<file path="config.mk">
export PLATFORM = sky130hd
export DESIGN_NAME = atom_io_multi
export DESIGN_NICKNAME = d
export VERILOG_FILES = /design/src/rtl/atom_io_multi.sv
export SDC_FILE = /design/constraint.sdc
export NUM_CORES = 1
export LEC_CHECK = 0
export ABC_AREA = 1
export BUFFER_PORTS_ARGS = -buffer_cell sky130_fd_sc_hd__buf_2
export CAP_MARGIN = 10
export CORE_ASPECT_RATIO = 0.5
export CORE_MARGIN = 2
export CORE_UTILIZATION = 54
export DETAILED_ROUTE_END_ITERATION = 8
export PLACE_DENSITY_LB_ADDON = 0.12
export SYNTH_ARGS = -nofsm -noshare
export SYNTH_HDL_FRONTEND = slang
export SYNTH_SLANG_ARGS = --single-unit
</file>
<file path="constraint.sdc">
create_clock -name clk -period 1.9 [get_ports clk]
set_clock_uncertainty 0.1 [all_clocks]
set_input_delay 0.19 -clock clk [delete_from_list [all_inputs] [get_ports clk]]
set_output_delay 0.19 -clock clk [all_outputs]
set_load 0.03 [all_outputs]
</file>
<file path="src/rtl/atom_io_multi.sv">
// atom_io_multi
// Multi-console Atom I/O block: per-console 8255 PIO registers (Port A,
// Port C low nibble, control) and a 4-entry colour palette, a shared
// 2.4 kHz cassette tone generator and vsync-synchronised display switching.
//
// Ports
//   clk, reset     : system clock, synchronous active-high reset
//   address        : [15:0] CPU address, [16 +: CON_BITS] console select
//   Din, Dout, WE  : CPU write data, combinational read data, write strobe
//   IO_sel         : CPU address lies in the #Bxxx page
//   key_col, ctrl_n, shift_n, rept_n, cass_in, vsync_n : physical inputs
//   active         : console that owns the keyboard
//   visible_req    : console requested for display (taken at vsync fall)
//   visible        : console currently displayed
//   key_row        : Port A low nibble of the active console
//   gmod           : registered graphics mode of the displayed console
//   colors         : {pal0,pal1,pal2,pal3} of the displayed console
//   speaker, tape_out : audio / cassette outputs of the displayed console
module atom_io_multi #(
  parameter int                    NUM_CON    = 4,
  parameter int                    CON_BITS   = 2,
  parameter int                    COLOR_BITS = 6,
  parameter logic [COLOR_BITS-1:0] COLOR0_RST = 6'b000011,
  parameter int                    TONE_HALF  = 5208
) (
  input  logic                      clk,
  input  logic                      reset,
  input  logic [16+CON_BITS-1:0]    address,
  input  logic [7:0]                Din,
  output logic [7:0]                Dout,
  input  logic                      WE,
  output logic                      IO_sel,
  input  logic [5:0]                key_col,
  input  logic                      ctrl_n,
  input  logic                      shift_n,
  input  logic                      rept_n,
  input  logic                      cass_in,
  input  logic                      vsync_n,
  input  logic [CON_BITS-1:0]       active,
  input  logic [CON_BITS-1:0]       visible_req,
  output logic [CON_BITS-1:0]       visible,
  output logic [3:0]                key_row,
  output logic [3:0]                gmod,
  output logic [4*COLOR_BITS-1:0]   colors,
  output logic                      speaker,
  output logic                      tape_out
);

  localparam int CNT_W = (TONE_HALF > 1) ? $clog2(TONE_HALF) : 1;
  localparam logic [CNT_W-1:0]    CNT_TC    = CNT_W'(TONE_HALF - 1);
  localparam logic [CON_BITS:0]   NUM_CON_L = (CON_BITS + 1)'(NUM_CON);

  // Per-console register state
  logic [7:0]            port_a [NUM_CON];
  logic [3:0]            port_c [NUM_CON];
  logic [COLOR_BITS-1:0] pal    [NUM_CON][4];

  logic [CON_BITS-1:0]   vis;
  logic [CNT_W-1:0]      tone_cnt;
  logic                  tone;
  logic                  vsync_q;

  logic [CON_BITS-1:0]   sel;
  logic [1:0]            off;
  logic                  sel_ok;
  logic                  req_ok;
  logic                  act_ok;
  logic                  pio_hit;
  logic                  pal_hit;
  logic                  wr_en;
  logic                  vsync_fall;
  logic [7:0]            port_b;
  logic [7:0]            pal_rd;

  // ------------------------------------------------------------------
  // Address decode
  // ------------------------------------------------------------------
  assign sel     = address[16 +: CON_BITS];
  assign off     = address[1:0];
  assign IO_sel  = (address[15:12] == 4'hB);
  // #B000-#B3FF and #BC00-#BFFF; the #B400-#BBFF hole decodes to neither
  assign pio_hit = (address[15:10] == 6'b101100);
  assign pal_hit = (address[15:10] == 6'b101111);

  // Console indices may exceed NUM_CON when NUM_CON < 2**CON_BITS
  assign sel_ok  = ({1'b0, sel}         < NUM_CON_L);
  assign req_ok  = ({1'b0, visible_req} < NUM_CON_L);
  assign act_ok  = ({1'b0, active}      < NUM_CON_L);

  assign wr_en      = WE & IO_sel & sel_ok;
  assign vsync_fall = vsync_q & ~vsync_n;

  // ------------------------------------------------------------------
  // Read path
  // ------------------------------------------------------------------
  assign port_b = (sel == active) ? {shift_n, ctrl_n, key_col} : 8'hFF;

  always_comb begin
    pal_rd = 8'h00;
    pal_rd[COLOR_BITS-1:0] = pal[sel][off];
    Dout = 8'h00;
    if (pio_hit || pal_hit) begin
      if (!sel_ok) begin
        Dout = 8'hFF;
      end else if (pal_hit) begin
        Dout = pal_rd;
      end else begin
        case (off)
          2'd0:    Dout = port_a[sel];
          2'd1:    Dout = port_b;
          2'd2:    Dout = {vsync_n, rept_n, cass_in, tone, port_c[sel]};
          default: Dout = 8'hFF;
        endcase
      end
    end
  end

  // ------------------------------------------------------------------
  // State
  // ------------------------------------------------------------------
  always_ff @(posedge clk) begin
    if (reset) begin
      for (int i = 0; i < NUM_CON; i++) begin
        port_a[i] <= 8'h0F;
        port_c[i] <= 4'h0;
        pal[i][0] <= COLOR0_RST;
        pal[i][1] <= '1;
        pal[i][2] <= '1;
        pal[i][3] <= '1;
      end
      vis      <= '0;
      gmod     <= 4'h0;
      tone     <= 1'b0;
      tone_cnt <= '0;
      vsync_q  <= 1'b1;
    end else begin
      vsync_q <= vsync_n;

      if (tone_cnt == CNT_TC) begin
        tone_cnt <= '0;
        tone     <= ~tone;
      end else begin
        tone_cnt <= tone_cnt + CNT_W'(1);
      end

      // Display switches only at frame start so the picture never tears
      if (vsync_fall && req_ok) begin
        vis <= visible_req;
      end

      // Samples the pre-edge vis, giving one cycle of latency on a switch
      gmod <= port_a[vis][7:4];

      if (wr_en) begin
        if (pio_hit) begin
          case (off)
            2'd0: port_a[sel] <= Din;
            2'd2: port_c[sel] <= Din[3:0];
            2'd3: begin
              // Bit set/reset: only bits 0-3 of Port C exist here;
              // mode words (Din[7]) are accepted and discarded
              if (!Din[7] && !Din[3]) begin
                port_c[sel][Din[2:1]] <= Din[0];
              end
            end
            default: ;
          endcase
        end else if (pal_hit) begin
          pal[sel][off] <= Din[COLOR_BITS-1:0];
        end
      end
    end
  end

  // ------------------------------------------------------------------
  // Outputs of the displayed / active console
  // ------------------------------------------------------------------
  assign visible  = vis;
  assign colors   = {pal[vis][0], pal[vis][1], pal[vis][2], pal[vis][3]};
  assign speaker  = port_c[vis][2];
  assign tape_out = port_c[vis][1] ? tone : port_c[vis][0];
  assign key_row  = act_ok ? port_a[active][3:0] : 4'hF;

endmodule

</file>
# Word level (Yosys, flattened, before mapping)
# Memory sizes are Yosys's and may differ from the RTL's. A register that Yosys moved wholly into a read port is not among the register bits.
# Cells that the tools add are included.
[op_classes] n_reduce_logical=11 addsub=1 eq_ne=8 mux=52 bitwise=9 magnitude_cmp=4
[op_table] op="two-way mux 24 bit" n=3
[op_table] op="two-way mux 8 bit" n=4
[op_table] op="two-way mux 1 bit" n=28
[op_table] op="one-hot mux 8 bit (3 select lines)" n=1
[op_table] op="OR reduction 24 bit" n=1
[op_table] op="two-way mux 6 bit" n=3
[op_table] op="two-way mux 2 bit" n=7
[op_table] op="adder 13 x 1 -> 13 bit (second input constant)" n=1
[op_table] op="equality test 13 bit (second input constant)" n=1
[op_table] op="binary-select mux 6 bit (select 2 bit)" n=1
[op_table] op="demux 6 bit (select 2 bit)" n=1
[op_table] op="equality test 6 bit (second input constant)" n=2
[op_table] op="two-way mux 4 bit" n=3
[op_table] op="OR reduction 8 bit" n=1
[op_table] op="equality test 2 bit (second input constant)" n=2
[op_table] op="equality test 4 bit (second input constant)" n=1
[op_table] op="OR 1 bit" n=4
[op_table] op="OR reduction 4 bit" n=1
[op_table] op=">= comparator 3 bit (second input constant)" n=1
[op_table] op="logical AND 1 bit" n=3
[op_table] op="less-than comparator 2 x 3 -> 1 bit (second input constant)" n=1
[op_table] op="less-than comparator 3 x 1 -> 1 bit (second input constant)" n=1
[op_table] op="NOT 2 -> 3 bit" n=1
[op_table] op="bitwise AND 1 bit" n=2
[op_table] op="other kinds (9)" n=11
[totals] elab_cells=92 mem_count=3 inputBits=44 output_inout_bits=45 ramBits=144 regBits=17
[mem_list] name="pal" depth=4 word_bits=24 read_ports=2 rd_clocked_by_memory_dff=1 write_ports=4 line="56" text="logic [COLOR_BITS-1:0] pal [NUM_CON][4];"
[mem_list] name="port_a" depth=4 word_bits=8 read_ports=3 rd_clocked_by_memory_dff=1 write_ports=4 line="54" text="logic [7:0] port_a [NUM_CON];"
[mem_list] name="port_c" depth=4 word_bits=4 read_ports=2 rd_clocked_by_memory_dff=1 write_ports=4 line="55" text="logic [3:0] port_c [NUM_CON];"

# Logic depth before layout (Yosys ltp)
[logic_depth] ltp_word=11 depth_mapped=11 mapped_depth_nobuf=11

# Worst setup path after synthesis
# No wires, ideal clock.
[synth_path] path_type="input to register" from="in address[14]" to="mem port_a[3][0], enable pin" t_required_ns=1.416 path_slack_ns=-0.189 setup_ns=0.384 cell_stages=7 t_arrival_ns=1.605 path_buffers=0 cell_sequence="inv_1 nand2_1 nor2_4 nand2_1 nor2_4 nand2_1 o21ai_0"
[synth_lines] element="start: declaration" line="28" text="input logic [16+CON_BITS-1:0] address,"
[synth_lines] element="end: declaration" line="54"

==> results.cfg <==
[worst_setup_path]
critical-path-top-cell-by-count = nor2_1
cp-end-kind = output port
slowest_cell_on_crit_path = edfxtp_1
critPathRequiredTime_ns = 1.61
path_max_fanout = 2
worstPathBufferInverterCount = 1
worst-r2r-cell-count = 8
worstSetupEndpoint = Dout[3]
critical_path_class = reg2out
reg2reg_slack_ns = 0.17
regToRegEndpoint = tone_cnt[12]
critical_path.startpoint = pal[0][9]
timing.critical_path.slowest_cell_delay_ns = 0.41
worst-path-stages = 9
critical_path.reg2reg.startpoint = tone_cnt[0]
critical_path_arrival_ns = 1.85
critical-path-top-delay-family = simple AND/OR/NAND/NOR gates
critical_path.cell_chain = nor2_1, nor2_1, nand2_1, nand2_1, nand2_1, nor2_2, nor2_1, nor2_1, buf_4
setup.worst_path.start_class = flip-flop

[route]
drt-initial-drc-count = 955
detail_route.first_pass.iterations = 7
wire_length_per_cell_after_detailed_routing_um = 19.7
avgViaCountPerCell = 5.98
antenna_violating_nets_post_route = 0
vias = 8640
route.final.wire_length_um = 28500
route.detailed.drc = 0

[finish]
area_delta_synth_final_pct = 30.1
nets = 1274
final_layout_size_suffix_gt1_share_pct = 25.3
fin_area_um2 = 11300
filler_cell_count = 1137
insertedDiodeCount = 0

[synth]
compound_cell_area_share_of_the_yosys_netlist_pct = 10.8
number_of_flops_mapped_to_enable_cells_by_yosys = 144
mappedNetlistNets = 1115
yosys_register_bits = 167
postSynth.topFlopCell = edfxtp_1
synth_warnings = 0
post_synth_num_cell_types = 38
synth_top_family_by_area = simple AND/OR/NAND/NOR gates
synth_most_common_cell = nand2_1
async_flop_share_pct = 0
netlist_instances = 1070
postSynthAreaPerCell_um2 = 8.15
synth_area_leaders = edfxtp_1 50%, nand2_1 12%, nor2_1 11%
post-synth-top-area-fraction_pct = 49.6
yosys-top-cells-count = 280 x nand2_1, 255 x nor2_1, 144 x edfxtp_1
post_synth_and_or_nand_nor_area_fraction_pct = 28.3
synth_fa_ha_area_share_pct = 0.144
ys_seq_area_share_pct = 54.9
xor_and_xnor_fraction_of_the_mapped_netlist_area_pct = 0.301
netlist_area_um2 = 8720
post_synth_mux_area_share_pct = 0
yosysTopAreaCell = edfxtp_1

[worst_hold_path]
worst_hold_path_class = in2reg
whs_path_depth = 3

[timing]
timing.fmax_mhz = 468
timing.final.setup_violations = 20
setup_slack_ns = -0.237
relative_max_transition_margin_pct = 71.4
final_hold_viol_count = 0
final_max_slew_viol_count = 0
timing.final.crit_share_pct = 112
post-route-min-period_ns = 2.14
slew_at_the_pin_closest_to_its_max_slew_limit_ns = 0.428
rsz0062_at_grt = true

[floorplan]
die_ht_um = 93.8
boundaryPins = 89
floorplan.die.width_um = 184
floorplan.core_area_um2 = 15600
die_area_um2 = 17200
floorplan.initialDensity_pct = 56.0
placement_rows = 32

[cts]
clkTransAtPathRegs_ns = 0.08
worstSkewPairLatency_ns = 0.43
clock_sink_count = 167
cts_max_path_buffers = 2
cts-buffers-inserted = 17
htree_depth = 4
clk_root_buffer_cell = clkbuf_16
cts_tree = built

[power_and_ir_drop]
sequentialPowerShare_pct = 45.7
power.share.combinational_pct = 17.8
cellPowerDensity_nw_per_um2 = 825
switching_share_pct = 30.4
total_leakage_power_nw = 4.60
clkPwrFrac_pct = 36.4
internal_power_mw = 6.51
switchingPower_mw = 2.85
power.ir.vdd_worst_uv = 578

[outcome]
status = finished with violations
failed_checks = negative setup slack

[global_route]
largest_net_degree_at_the_start_of_global_routing = 33
first_global_vias = 8074
grt_antenna_before_repair = 0
grt_first_pass_wirelength_um = 40500
gr-total-overflow = 0
grt.total_usage_pct = 31.4

[placement]
buffer_ports.inserted = 80
place_congestion = 0.912
place_area_um2 = 9880
place_ws_ns = -0.148
dp.final_hpwl_um = 17800

[flow_run]
cap_violations = 0
==> through the flow <==
step / utilization [%] / TNS (ns) / power, mW / instances / hold slack [ns]
finish: 72.8 / -1.86 / 9.36 / 1446 / 0.0174
detailed placement: 63.4 / -4.56 / 5.61 / 1387 / 0.306
global placement: 63.4 / -1.50 / 5.59 / 1387 / 0.295
floorplan: - / -0.0158 / 5.09 / 1070 / 0.199
global route: 72.8 / -2.96 / 9.60 / 1446 / 0.0504
CTS: 68.2 / -0.751 / 9.01 / 1424 / 0.0105
==> how the worst min path moves through the flow <==
stage                   start         to  slack [ns]
6_report       visible_req[1]  flip-flop        0.02
5_1_grt        visible_req[0]  flip-flop        0.05
4_1_cts        visible_req[0]  flip-flop        0.01
3_5_place_dp          vsync_n    vsync_q        0.31
3_3_place_gp          vsync_n    vsync_q        0.29
2_1_floorplan         vsync_n    vsync_q        0.20
==> tightest hold or removal path, stage by stage <==
cell and delay, ns:
buf_2 0.09, o21ai_0 0.15, a21oi_1 0.07
==> power by group through the flow <==
stage / Combinational [mW] / Sequential (mW) / Clock (mW)
4_1_cts: 1.36 / 4.26 / 3.39
3_5_place_dp: 1.27 / 4.34 / 0
2_1_floorplan: 0.772 / 4.31 / 0
3_3_place_gp: 1.25 / 4.33 / 0
6_report: 1.67 / 4.28 / 3.41
5_1_grt: 1.76 / 4.29 / 3.55
==> flip-flops by register name, indices dropped and copies added, names as in the netlist, named ones only <==
register  flops
tone          1
vsync_q       1
port_c       16
tone_cnt     13
visible       2
pal          96
port_a       32
gmod          4
==> per-layer routing <==
| layer | GRT usage (%) | up-vias | share of wire [%] |
|---|---|---|---|
| met4 | 13.9 | 0 | 3.5 |
| met5 | 0 | - | 0 |
| met2 | 51.0 | 661 | 46 |
| li1 | - | 3911 | - |
| met3 | 7.05 | 104 | 13 |
| met1 | 40.8 | 3964 | 38 |
==> cells by family (layout without fill, tap and decap cells) <==
| logic type | Yosys count | after routing |
|---|---|---|
| flip-flops | 167 | 167 |
| buffers and inverters | 118 | 290 |
| XOR/XNOR | 3 | 3 |
| adder cells (fa/ha/maj) | 1 | 1 |
| AO/OA/AOI/OAI | 169 | 169 |
| AND/OR/NAND/NOR | 612 | 612 |
==> timing repair <==
action	in CTS	in global routing
endpoints found under the hold margin	1	0
gates cloned	1	10
hold buffers	1	0
buffers inserted	3	12
gates resized for setup	64	120
pin swaps	7	47
setup endpoints to repair	32	30
==> area by class of cell <==
type                       count  area [um2]  share of cell area, %
multi-input combinational    785        3760                   33.2
clock inverter                15         138                   1.21
timing repair buffer         196        1710                   15.0
inverter                      62         260                   2.30
clock buffer                  17         425                   3.75
tap                          204         255                   2.25
sequential                   167        4790                   42.3
==> placed cells by master, fill, tap and decap left out, types with 5 or more instances in the layout <==
cell type	instances
clkinv_1	5
o21ai_1	28
inv_2	7
nor3_1	7
dfxtp_1	21
o22ai_1	29
a21oi_1	15
o22ai_2	14
buf_6	21
nor2_4	11
inv_8	5
nor2_1	231
buf_2	49
buf_4	106
edfxtp_1	144
nand2_2	12
nand4_1	20
o21ai_0	52
o22a_1	6
nand3_1	30
inv_1	50
buf_12	8
nor2_2	20
clkbuf_16	25
nand2_1	271
o21ai_2	10
No activity file was read; power rests on OpenSTA's default activity.
